<file path="src/rtl/vaelix_sequence_gate.sv">
// Multi-byte key gate: constant-time key compare, failed-attempt lockout,
// and a complement-shadowed state register that latches a sticky panic on corruption.
module vaelix_sequence_gate #(
    parameter int unsigned             KEY_LEN        = 4,
    parameter logic [KEY_LEN*8-1:0]    KEY            = 32'hB63C_A55A,
    parameter int unsigned             MAX_FAILS      = 3,
    parameter int unsigned             LOCKOUT_CYCLES = 1024
) (
    input  logic                             clk,
    input  logic                             rst_n,
    input  logic                             ena,
    input  logic [7:0]                       key_byte,
    input  logic                             key_valid,
    input  logic                             relock,
    output logic                             unlocked,
    output logic                             lockout,
    output logic                             panic,
    output logic [$clog2(MAX_FAILS+1)-1:0]   fail_count,
    output logic [7:0]                       seg,
    output logic [7:0]                       glow
);

    localparam int unsigned IW = (KEY_LEN > 1) ? $clog2(KEY_LEN) : 1;
    localparam int unsigned TW = $clog2(LOCKOUT_CYCLES + 1);
    localparam int unsigned FW = $clog2(MAX_FAILS + 1);

    typedef enum logic [2:0] {
        StLocked   = 3'b001,
        StUnlocked = 3'b010,
        StLockout  = 3'b100,
        StPanic    = 3'b111
    } state_e;

    state_e          r_state, w_state_d;
    logic [2:0]      r_state_n;
    logic [IW-1:0]   r_idx, w_idx_d;
    logic            r_miss, w_miss_d;
    logic [TW-1:0]   r_timer, w_timer_d;
    logic [FW-1:0]   r_fail_count, w_fail_d;

    logic [7:0]      w_key_bytes [KEY_LEN];
    logic            w_fault;
    logic            w_last;
    logic            w_any_miss;
    logic [FW-1:0]   w_fail_inc;

    for (genvar i = 0; i < KEY_LEN; i++) begin : g_key_bytes
        assign w_key_bytes[i] = KEY[(KEY_LEN-1-i)*8 +: 8];
    end

    assign w_fault = (r_state != ~r_state_n)
                   || !(r_state inside {StLocked, StUnlocked, StLockout, StPanic})
                   || (r_fail_count > FW'(MAX_FAILS))
                   || (r_timer > TW'(LOCKOUT_CYCLES));

    assign w_last     = (r_idx == IW'(KEY_LEN - 1));
    assign w_any_miss = r_miss || (key_byte != w_key_bytes[r_idx]);
    assign w_fail_inc = r_fail_count + FW'(1);

    always_ff @(posedge clk or negedge rst_n) begin
        if (!rst_n) begin
            r_state      <= StLocked;
            r_state_n    <= ~StLocked;
            r_idx        <= '0;
            r_miss       <= 1'b0;
            r_timer      <= '0;
            r_fail_count <= '0;
        end else begin
            r_state      <= w_state_d;
            r_state_n    <= ~w_state_d;
            r_idx        <= w_idx_d;
            r_miss       <= w_miss_d;
            r_timer      <= w_timer_d;
            r_fail_count <= w_fail_d;
        end
    end

    always_comb begin
        w_state_d = r_state;
        w_idx_d   = r_idx;
        w_miss_d  = r_miss;
        w_timer_d = r_timer;
        w_fail_d  = r_fail_count;
        if (w_fault) begin
            w_state_d = StPanic;
        end else begin
            case (r_state)
                StLocked: begin
                    if (ena && relock) begin
                        w_idx_d  = '0;
                        w_miss_d = 1'b0;
                    end else if (ena && key_valid) begin
                        // Every byte is consumed; the verdict only appears after the last one.
                        if (!w_last) begin
                            w_idx_d  = r_idx + IW'(1);
                            w_miss_d = w_any_miss;
                        end else begin
                            w_idx_d  = '0;
                            w_miss_d = 1'b0;
                            if (!w_any_miss) begin
                                w_state_d = StUnlocked;
                                w_fail_d  = '0;
                            end else begin
                                w_fail_d = w_fail_inc;
                                if (w_fail_inc == FW'(MAX_FAILS)) begin
                                    w_state_d = StLockout;
                                    w_timer_d = TW'(LOCKOUT_CYCLES);
                                end
                            end
                        end
                    end
                end
                StUnlocked: begin
                    if (ena && relock) w_state_d = StLocked;
                end
                StLockout: begin
                    w_timer_d = r_timer - TW'(1);
                    if (r_timer == TW'(1)) begin
                        w_state_d = StLocked;
                        w_fail_d  = '0;
                    end
                end
                StPanic: ;
                default: w_state_d = StPanic;
            endcase
        end
    end

    always_comb begin
        unlocked   = (r_state == StUnlocked) && ena;
        lockout    = (r_state == StLockout);
        panic      = (r_state == StPanic);
        fail_count = r_fail_count;
        glow       = unlocked ? 8'hFF : 8'h00;
        seg        = 8'h8C;
        if (panic) begin
            seg = 8'h8C;
        end else if (!ena) begin
            seg = 8'hFF;
        end else begin
            case (r_state)
                StLocked:   seg = 8'hC7;
                StUnlocked: seg = 8'hC1;
                StLockout:  seg = 8'hBF;
                default:    seg = 8'h8C;
            endcase
        end
    end

endmodule

</file>
<file path="config.mk">
export PLATFORM = sky130hd
export DESIGN_NAME = vaelix_sequence_gate
export DESIGN_NICKNAME = d
export VERILOG_FILES = /design/src/rtl/vaelix_sequence_gate.sv
export SDC_FILE = /design/constraint.sdc
export NUM_CORES = 1
export LEC_CHECK = 0
export CORE_MARGIN = 2
export CORE_UTILIZATION = 30
export CTS_CLUSTER_SIZE = 25
export DETAILED_ROUTE_END_ITERATION = 16
export GPL_TIMING_DRIVEN = 0
export PLACE_DENSITY = 0.5
export SLEW_MARGIN = 20
export SYNTH_ARGS = -nofsm -noshare
export SYNTH_HDL_FRONTEND = slang
export SYNTH_SLANG_ARGS = --single-unit
</file>
<file path="constraint.sdc">
create_clock -name clk -period 4.6 [get_ports clk]
set_input_delay 0.46 -clock clk [delete_from_list [all_inputs] [get_ports clk]]
set_output_delay 0.46 -clock clk [all_outputs]
set_load 0.005 [all_outputs]
</file>
==> flow_summary.toml <==
[hold_path]
hp-class = "in2async"

[route]
vias_per_cell = 5.054
detail_route.wirelength_um = 3869
route.vias.total = 1410
drc = 0
drtPass1Iterations = 4
route.antenna.remaining_nets = 0
drt_iter0_markers = 52
detail_route.wl_per_cell_um = 13.87

[logic_synthesis]
most_area_hungry_cell_type_in_the_yosys_netlist = "sky130_fd_sc_hd__dfrtp_1"
ys_ff_latch = 22
yosys-top-cells-area = "sky130_fd_sc_hd__dfrtp_1 (30%), sky130_fd_sc_hd__buf_4 (5.2%), sky130_fd_sc_hd__dfstp_2 (5.0%)"
post_synth_and_or_nand_nor_area_fraction_pct = 22.24
postSynth.asyncResetShare_pct = 100.0
yosys.area_share.xor_xnor_pct = 4.448
synthesized_instance_count = 173
synth-edff-count = 0
yosys_most_used_dff = "sky130_fd_sc_hd__dfrtp_1"
netlist_area_um2 = 1575
synth_compound_area_share_pct = 21.37
yosys_warnings = 0
yosysSeqAreaShare_pct = 35.19
synthDominantCellAreaShare_pct = 30.18
post_synth_most_frequent_cells = "sky130_fd_sc_hd__dfrtp_1 (19), sky130_fd_sc_hd__nor2_1 (12), sky130_fd_sc_hd__buf_4 (11), sky130_fd_sc_hd__a21oi_1 (10), sky130_fd_sc_hd__o21ai_0 (10)"
synth_nets = 192
synth-adder-area-share_pct = 4.766
post-synth-top-count-cell = "sky130_fd_sc_hd__dfrtp_1"
main_combinational_cell_family_by_area_after_synthesis = "simple AND/OR/NAND/NOR gates"
synth_mux_area_share_pct = 2.859
synth_area_per_cell_um2 = 9.106
synth_cell_type_count = 52

[global_routing]
globalRouteMet3Util_pct = 2.014
globalRouteMet1Util_pct = 17.29
grt_antenna_before_repair = 0
vias_in_the_first_global_route = 1463
first_pass_grt_wire_length_um = 6837
grt.busiest_layer = "met2"
globalRouteMet2Util_pct = 24.87
grt_start_max_net_pins = 23
overflow = 0
grtUsageTotal_pct = 14.15

[clocking]
clock_latency_ps = 280
clockBufferDepth = 2
cts_setup_buffers = 0
cts_bufs_inserted = 3
number_of_clock_sinks_seen_by_cts = 22
cts.reportedPaths.clkPinSlew_ps = 90
postCtsHoldBufs = 0
cts_tree = "yes"
cts-root-buf = "sky130_fd_sc_hd__clkbuf_8"
cts_max_level = 1
cts.repair.resized = 0

[setup_path]
rr_worst_depth = 8
ff2ff_setup_slack_ps = 1980
worst_path_dominant_cell_family = "buffers and inverters"
regToRegEndpoint = "r_timer[1]$_DFFE_PN0P_"
critical_path_required_ps = 4140
cp_slowest_cell = "sky130_fd_sc_hd__dfstp_2"
endpoint_kind = "output pin"
crit_path_max_fanout = 10
worstSetupStartpointType = "flip-flop"
regToRegStartpoint = "r_timer[0]$_DFFE_PN0P_"
critical_path.max_stage_delay_ps = 550
crit_path_frequent_cell = "sky130_fd_sc_hd__clkbuf_1"
worst_path_buffer_plus_inverter_count = 4
timing.critical_path.arrival_ps = 2630
setup.worst_path.class = "reg2out"
cp_cell_sequence = "clkbuf_1, nor2_1, nand2_1, clkbuf_1, o21ai_0, buf_4, clkdlybuf4s50_1"

[placed_design]
dpl-instance-area_um2 = 1983
dpl.hpwl_um = 2988
numPortBuffers = 32
gp_routability_congestion = 0.8041

[timing]
finalClockSkew_ps = 8.963
fin_setup_tns_ps = 0
finalWorstPathRequiredPeriod_ps = 3090
finalSetupViolCount = 0
max_freq_mhz = 323.7
setup_repair_after_global_routing_missed_its_margin = "false"
timing.final.max_slew_violations = 0
min_period_over_period_pct = 67.17
tightestPinTransition_ps = 891.1
hold_viol_final = 0
worst_hold_margin_ps = 149.8
slew_headroom_pct = 40.46

[floorplanning]
floorplan.initialDensity_pct = 31.04
chipWidth_um = 76.46
ioPinCount = 34
die-area_um2 = 5846
chipHeight_um = 76.46
num_rows = 26
placeableCoreArea_um2 = 5075

[power_and_ir_drop]
total_leakage_power_nw = 0.8012
power.ir.vdd_worst_mv = 0.1269
power_density_nw_per_um2 = 317.6

[final_layout]
area_growth_syn_to_layout_pct = 30.10
fin_area_um2 = 2049
post_route_cells_drive_above_1_share_pct = 14.35
design.final.nets = 229
finish.utilization_pct = 40.38
antenna_cells = 0

[run_status]
outcome = "complete, no violations"

[flow_run]
number_of_maximum_capacitance_violations = 0
[how the worst max path moves through the flow]
| stage | startpoint | to | slack [ps] | cells past startpoint |
|---|---|---|---|---|
| after floorplan | r_timer[0]$_DFFE_PN0P_ | r_timer[1]$_DFFE_PN0P_ | 2210 | 8 |
| after global placement | ena | glow[3] | 1770 | 5 |
| after detailed placement | ena | glow[3] | 1730 | 5 |
| after CTS | r_state[0]$_DFF_PN1_ | seg[5] | 1480 | 7 |
| after global routing | r_state[0]$_DFF_PN1_ | seg[5] | 1350 | 7 |
| final | r_state[0]$_DFF_PN1_ | seg[5] | 1510 | 7 |
[state kept, by name (all words and copies together), names as in the netlist]
register,count
fail_count,2
r_idx,2
r_miss,1
r_state,3
r_state_n,3
r_timer,11
[through the flow]
step | instances | total power [mW] | setup WS (ps)
global placement | 275 | 0.4577 | 1770
CTS | 279 | 0.6590 | 1482
floorplan | 173 | 0.4057 | 2207
finish | 279 | 0.6509 | 1510
detailed placement | 275 | 0.4659 | 1726
global route | 279 | 0.6970 | 1354
[placed cells by master (no fill, tap or decap), types with 4 or more instances in the layout]
master	n
sky130_fd_sc_hd__nor3_1	6
sky130_fd_sc_hd__xor2_1	5
sky130_fd_sc_hd__a21oi_1	10
sky130_fd_sc_hd__inv_1	9
sky130_fd_sc_hd__mux2_2	4
sky130_fd_sc_hd__nor2_1	12
sky130_fd_sc_hd__o211ai_1	4
sky130_fd_sc_hd__o21ai_0	10
sky130_fd_sc_hd__clkbuf_1	4
sky130_fd_sc_hd__o21a_1	5
sky130_fd_sc_hd__a31oi_1	5
sky130_fd_sc_hd__clkdlybuf4s50_1	31
sky130_fd_sc_hd__nand2_1	8
sky130_fd_sc_hd__ha_1	6
sky130_fd_sc_hd__dfrtp_1	19
sky130_fd_sc_hd__buf_4	11
[final cells by class]
cell class / count / area [um^2]
flip-flops and latches: 22 / 554.3
plain buffers: 17 / 106.4
repair buffers: 32 / 315.3
multi-input cells: 125 / 880.8
clock inverters: 1 / 30.03
inverters: 9 / 33.78
fillers: 526 / 3025
clock buffers: 3 / 41.29
well taps: 70 / 87.58
[layer usage]
| metal | vias up | share of wire, % |
|---|---|---|
| met1 | 674 | 44 |
| met4 | 0 | 1.6 |
| met3 | 7 | 4.0 |
| li1 | 691 | - |
| met2 | 38 | 51 |
| met5 | - | 0 |
[kinds of logic (layout without fill, tap and decap cells)]
family                     count (synthesis)  after routing
buffers and inverters                     26             62
muxes                                      4              4
and+or+nand+nor                           57             57
other                                      1              1
AOI/OAI and AO/OA                         49             49
DFF                                       22             22
adders and majority gates                  6              6
xor gates and xnor gates                   8              8
[where the power goes]
group          total [mW]  switching (mW)  leakage [nW]  internal, mW
sequential          0.287          0.0523         0.241         0.235
combinational       0.173          0.0854         0.525        0.0880
clock               0.190          0.0735        0.0357         0.116
[worst reg2reg max path, cell delays in order, from the launching register on]
cell and delay [ps]:
sky130_fd_sc_hd__dfrtp_1 420, sky130_fd_sc_hd__inv_1 100, sky130_fd_sc_hd__ha_1 230, sky130_fd_sc_hd__or4b_1 430, sky130_fd_sc_hd__buf_2 170, sky130_fd_sc_hd__o21a_4 240, sky130_fd_sc_hd__nor4b_1 320, sky130_fd_sc_hd__a21boi_2 240
sky130_fd_sc_hd__mux2_2 340
Power figures use the tool's default switching activity.
==> RTL edit 1: new RTL, same settings <==
Add an input register stage for `ena`, `key_byte`, `key_valid` and `relock`, cleared by the reset; this delays them by one clock.
--- a/src/rtl/vaelix_sequence_gate.sv
+++ b/src/rtl/vaelix_sequence_gate.sv
@@ -31,6 +31,25 @@
         StPanic    = 3'b111
     } state_e;
 
+    logic ena_q;
+    logic [7:0] key_byte_q;
+    logic key_valid_q;
+    logic relock_q;
+
+    always_ff @(posedge clk or negedge rst_n) begin
+        if (!rst_n) begin
+            ena_q       <= '0;
+            key_byte_q  <= '0;
+            key_valid_q <= '0;
+            relock_q    <= '0;
+        end else begin
+            ena_q       <= ena;
+            key_byte_q  <= key_byte;
+            key_valid_q <= key_valid;
+            relock_q    <= relock;
+        end
+    end
+
     state_e          r_state, w_state_d;
     logic [2:0]      r_state_n;
     logic [IW-1:0]   r_idx, w_idx_d;
@@ -54,7 +73,7 @@
                    || (r_timer > TW'(LOCKOUT_CYCLES));
 
     assign w_last     = (r_idx == IW'(KEY_LEN - 1));
-    assign w_any_miss = r_miss || (key_byte != w_key_bytes[r_idx]);
+    assign w_any_miss = r_miss || (key_byte_q != w_key_bytes[r_idx]);
     assign w_fail_inc = r_fail_count + FW'(1);
 
     always_ff @(posedge clk or negedge rst_n) begin
@@ -86,10 +105,10 @@
         end else begin
             case (r_state)
                 StLocked: begin
-                    if (ena && relock) begin
+                    if (ena_q && relock_q) begin
                         w_idx_d  = '0;
                         w_miss_d = 1'b0;
-                    end else if (ena && key_valid) begin
+                    end else if (ena_q && key_valid_q) begin
                         // Every byte is consumed; the verdict only appears after the last one.
                         if (!w_last) begin
                             w_idx_d  = r_idx + IW'(1);
@@ -111,7 +130,7 @@
                     end
                 end
                 StUnlocked: begin
-                    if (ena && relock) w_state_d = StLocked;
+                    if (ena_q && relock_q) w_state_d = StLocked;
                 end
                 StLockout: begin
                     w_timer_d = r_timer - TW'(1);
@@ -127,7 +146,7 @@
     end
 
     always_comb begin
-        unlocked   = (r_state == StUnlocked) && ena;
+        unlocked   = (r_state == StUnlocked) && ena_q;
         lockout    = (r_state == StLockout);
         panic      = (r_state == StPanic);
         fail_count = r_fail_count;
@@ -135,7 +154,7 @@
         seg        = 8'h8C;
         if (panic) begin
             seg = 8'h8C;
-        end else if (!ena) begin
+        end else if (!ena_q) begin
             seg = 8'hFF;
         end else begin
             case (r_state)
Behaviour: not the same (Yosys sat finds a counterexample within 4 cycles, from zero or initial values and one cycle with rst_n low).
==> RTL edit 1 against the unedited design <==
Wire length increased by 12%; die area up 24%; total power fell by 13%; synthesized area up 26%; global-route usage is 1.4 points lower; sequential cell count is 11 higher; setup slack gained 0.27 ns; final area is 23% higher; clock power up 27%; largest cell class unchanged.
==> RTL edit 1: results (changes against the unedited design) <==
first-pass GRT wire length=7360 um (+7.7%); maximum vdd drop=0.149 mV (+18%); critical-path maximum fanout=10 (unchanged); most common flop cell mapped by yosys=dfrtp_1; H-tree levels=2 (+1); leak pwr=1.10 nW (+38%); Fillers=645 (+23%); outcome=finished, final reports clean; Fin. Hold Viols=0 (unchanged); Detail Placement HPWL=3290 um (+10%); post-synth cell types=55 (+5.8%); cell family with most CP delay=buffers and inverters; comb pwr=0.0000241 W (-86%); CTS resizes=0 (unchanged); clock-net power=0.000241 W (+27%); drt via density=4.96 (-1.9%); Post-Syn Nets=217 (+13%); Iteration-0 DRC Markers=63 (+21%); reg-to-reg endpoint=r_timer[4]$_DFFE_PN0P_; R2R setup slack=2.01 ns (+0.03 ns); initial antenna violation count=0 (unchanged); DR WL/cell=13.7 um (-1.5%); Final Net Count=257 (+12%); Internal=0.000444 W (+1.0%); minimum hold slack=0.0602 ns (-0.0896 ns); RR Startpoint=r_idx[0]$_DFFE_PN0P_; # Post-CTS Setup Buffers=0 (unchanged); Regs by FF count=r_timer x11, key_byte_q x8; Synth top cells by count=dfrtp_1, a21oi_1, buf_4, nor2_1, o21ai_0; ys async rst share=100% (unchanged); Worst Path Arrival=2.36 ns (-0.27 ns); n_diodes=0 (unchanged); clock latency on the worst-skew pair=roughly 0.29 ns; CTS root buffer=clkbuf_8; Rel. slew slack=58.4% (+18 points); worst stage delay on the critical path=0.48 ns (-0.07 ns); post-synthesis sequential area ratio=41.8% (+6.6 points); I/O Buffers=32 (unchanged); Reg clk slew, reported paths=0.07 ns (-0.02 ns); CTS Buf Count=5 (+2); vias in the first global route=1544 (+5.5%); GRT Total Usage=12.7% (-1.4 points); Yosys warning count=0 (unchanged); maximum number of pins on one net before global-route repair=23 (unchanged); global placer's final weighted congestion=0.841 (+4.6%); Worst R2R Path Depth=9 (+1); slowest CP cell=clkdlybuf4s50_1; layout cells sized above 1=15.1% (+0.71 points); top cells by area, synth=dfrtp_1, dfstp_2, buf_4; Setup Skew=0.00844 ns (-0.000519 ns); worst-case clock buffer depth=2 (unchanged); router iterations before antenna repair=4 (unchanged); sw frac=21.2% (-11 points); Worst Hold Class=in -> async
[RTL edit 1: area by class of cell]
type | count | share of cell area (%)
Multi-Input combinational cell | 137 | 39.9
Buffer | 21 | 4.81
Clock inverter | 1 | 0.198
Tap cell | 77 | 3.82
Timing Repair Buffer | 33 | 13.6
Inverter | 7 | 1.04
Clock buffer | 7 | 3.82
Sequential cell | 33 | 32.9
[RTL edit 1: worst max-delay path by stage]
stage	endpoint	from	slack, ns	cells past startpoint
after global routing	seg[5]	r_state[1]$_DFF_PN0_	1.62	6
after floorplan	r_timer[9]$_DFFE_PN0P_	r_idx[0]$_DFFE_PN0P_	2.35	9
final	seg[5]	r_state[1]$_DFF_PN0_	1.78	6
after CTS	seg[5]	r_state[1]$_DFF_PN0_	1.75	6
after detailed placement	r_timer[4]$_DFFE_PN0P_	r_idx[0]$_DFFE_PN0P_	2.00	9
after global placement	r_timer[4]$_DFFE_PN0P_	r_idx[0]$_DFFE_PN0P_	2.01	9
[RTL edit 1: stage by stage]
stage	utilization, %	setup WS (ns)	std cells	area [um^2]
after floorplan	-	2.35	198	1980
after global placement	37.6	2.01	307	2400
after detailed placement	37.9	2.00	308	2420
after CTS	39.5	1.75	316	2520
after global routing	39.5	1.62	316	2520
final	39.5	1.78	316	2520
[RTL edit 1: metal layers]
layer / track usage, % / vias to the layer above / wire (um)
met2: 19.6 / 23 / 2000
met4: 4.33 / 0 / 47
li1: - / 791 / -
met5: 0 / - / 0
met1: 17.5 / 748 / 2120
met3: 3.02 / 5 / 149
[RTL edit 1: cells by family after synthesis]
group	Yosys count	synth area share, %
AOI/OAI and AO/OA	53	19.2
xor gates and xnor gates	6	2.65
adders and majority gates	7	4.29
buffers and inverters	28	7.45
DFF	33	41.8
muxes	10	5.24
other	1	0.189
and+or+nand+nor	60	19.2
==> RTL edit 2: new RTL, same flow settings <==
Made on the original files. Change the parameter `MAX_FAILS` from 3 to 5.
--- a/src/rtl/vaelix_sequence_gate.sv
+++ b/src/rtl/vaelix_sequence_gate.sv
@@ -3,7 +3,7 @@
 module vaelix_sequence_gate #(
     parameter int unsigned             KEY_LEN        = 4,
     parameter logic [KEY_LEN*8-1:0]    KEY            = 32'hB63C_A55A,
-    parameter int unsigned             MAX_FAILS      = 3,
+    parameter int unsigned             MAX_FAILS      = 5,
     parameter int unsigned             LOCKOUT_CYCLES = 1024
 ) (
     input  logic                             clk,
Interface: changed (resized fail_count); port bits go from 34 to 35. No check against the original RTL was run, so the function may have changed too.
==> RTL edit 2 against the unedited design <==
Sequential cell count grew 1; setup slack lost 0.11 ns; fmax shrank 3.5%; largest cell class unchanged; synthesized area grew 8.7%; hold slack gained 0.023 ns; sequential share of layout area shrank 0.41 points; final area grew 6.1%; first-iteration DRC count grew 13%; wire length grew 2.8%; via count grew 1.4%; utilization shrank 0.89 points.
Power is not compared: it rests on default switching activity, and its combinational part moved more than twofold at a synthesized area within 25%.
==> RTL edit 2: results (changes against the unedited design) <==
outcome=finished, final reports clean; met2 Resource Use GR=20.4% (-4.4 points); Fillers=587 (+12%); leak pwr=between 0.8 and 0.9 nW; reg-to-reg endpoint=r_timer[4]$_DFFE_PN0P_; Worst Path Arrival=2.74 ns (+0.11 ns); post-synth cell types=58 (+12%); n_diodes=0 (unchanged); drt via density=4.80 (-5.0%); mux contribution to synthesized area=3.21% (+0.35 points); Post-Syn Nets=210 (+9.4%); Rel. slew slack=53.9% (+13 points); met3 usage=2.26% (+0.25 points); layout cells sized above 1=15.9% (+1.6 points); via count=1430 (+1.4%); slowest CP cell=dfstp_2; DR WL/cell=13.3 um (-3.7%); Worst R2R Path Depth=7 (-1); post-synthesis sequential area ratio=33.8% (-1.4 points); worst slack, placed=1.53 ns (-0.199 ns); Iteration-0 DRC Markers=59 (+13%); first-pass GRT wire length=6870 um (+0.41%); Cells after DPL=294 (+6.9%); Synth top cells by count=dfrtp_1, a21oi_1, inv_1, nor2_1; top cells by area, synth=dfrtp_1, ha_1, dfstp_2; minimum hold slack=0.173 ns (+0.0230 ns); I/O Buffers=33 (+3.1%); routed wl met3=91 um (-41%); Synth Area in XOR/XNOR=4.09% (-0.36 points); crit path capture=seg[0]; global placer's final weighted congestion=0.701 (-13%); Post-Route M1 WL=2110 um (+25%); Cells after Synth=189 (+9.2%); Final Net Count=248 (+8.3%); Detail Placement HPWL=3010 um (+0.75%); Max Clk Rate=312 MHz (-3.5%); met1 GRT Util=20.7% (+3.4 points); multi-input logic area=978 um^2 (+11%); maximum number of pins on one net before global-route repair=24 (+4.3%); RR Startpoint=r_timer[0]$_DFFE_PN0P_; R2R setup slack=1.77 ns (-0.21 ns); Setup Skew=0.00431 ns (-0.00465 ns); GRT Total Usage=13.5% (-0.62 points); Post-Synth Adder-Cell Area=5.84% (+1.1 points); Post-DP Area=0.00213 mm^2 (+7.3%); worst stage delay on the critical path=0.57 ns (+0.02 ns); Met2 Wirelength=1750 um (-11%); grt peak-use layer=met1; Synth Area in Compound Gates=22.4% (+1.1 points)
-- RTL edit 2: power by group --
| group | internal (W) | total, W | switching, W |
|---|---|---|---|
| logic | 0.0000120 | 0.0000224 | 0.0000104 |
| clock network | 0.0000605 | 0.000131 | 0.0000703 |
| registers | 0.000202 | 0.000202 | 0.0000000423 |
-- RTL edit 2: layout make-up --
cell class / count / area share (%)
tap: 72 / 4.14
sequential: 23 / 26.6
timing repair buffer: 33 / 15.0
clock buffer: 3 / 1.90
multi-input combinational: 137 / 45.0
buffer: 17 / 5.06
clock inverter: 1 / 0.230
inverter: 12 / 2.07
-- RTL edit 2: worst reg2reg max path: cells and delay by family, from the launching register on --
family / cells / cell delay [ns]
compound gates: 3 / 1.12
simple gates: 1 / 0.51
buf+inv: 2 / 0.46
flops: 1 / 0.42
fa+ha+maj: 1 / 0.20
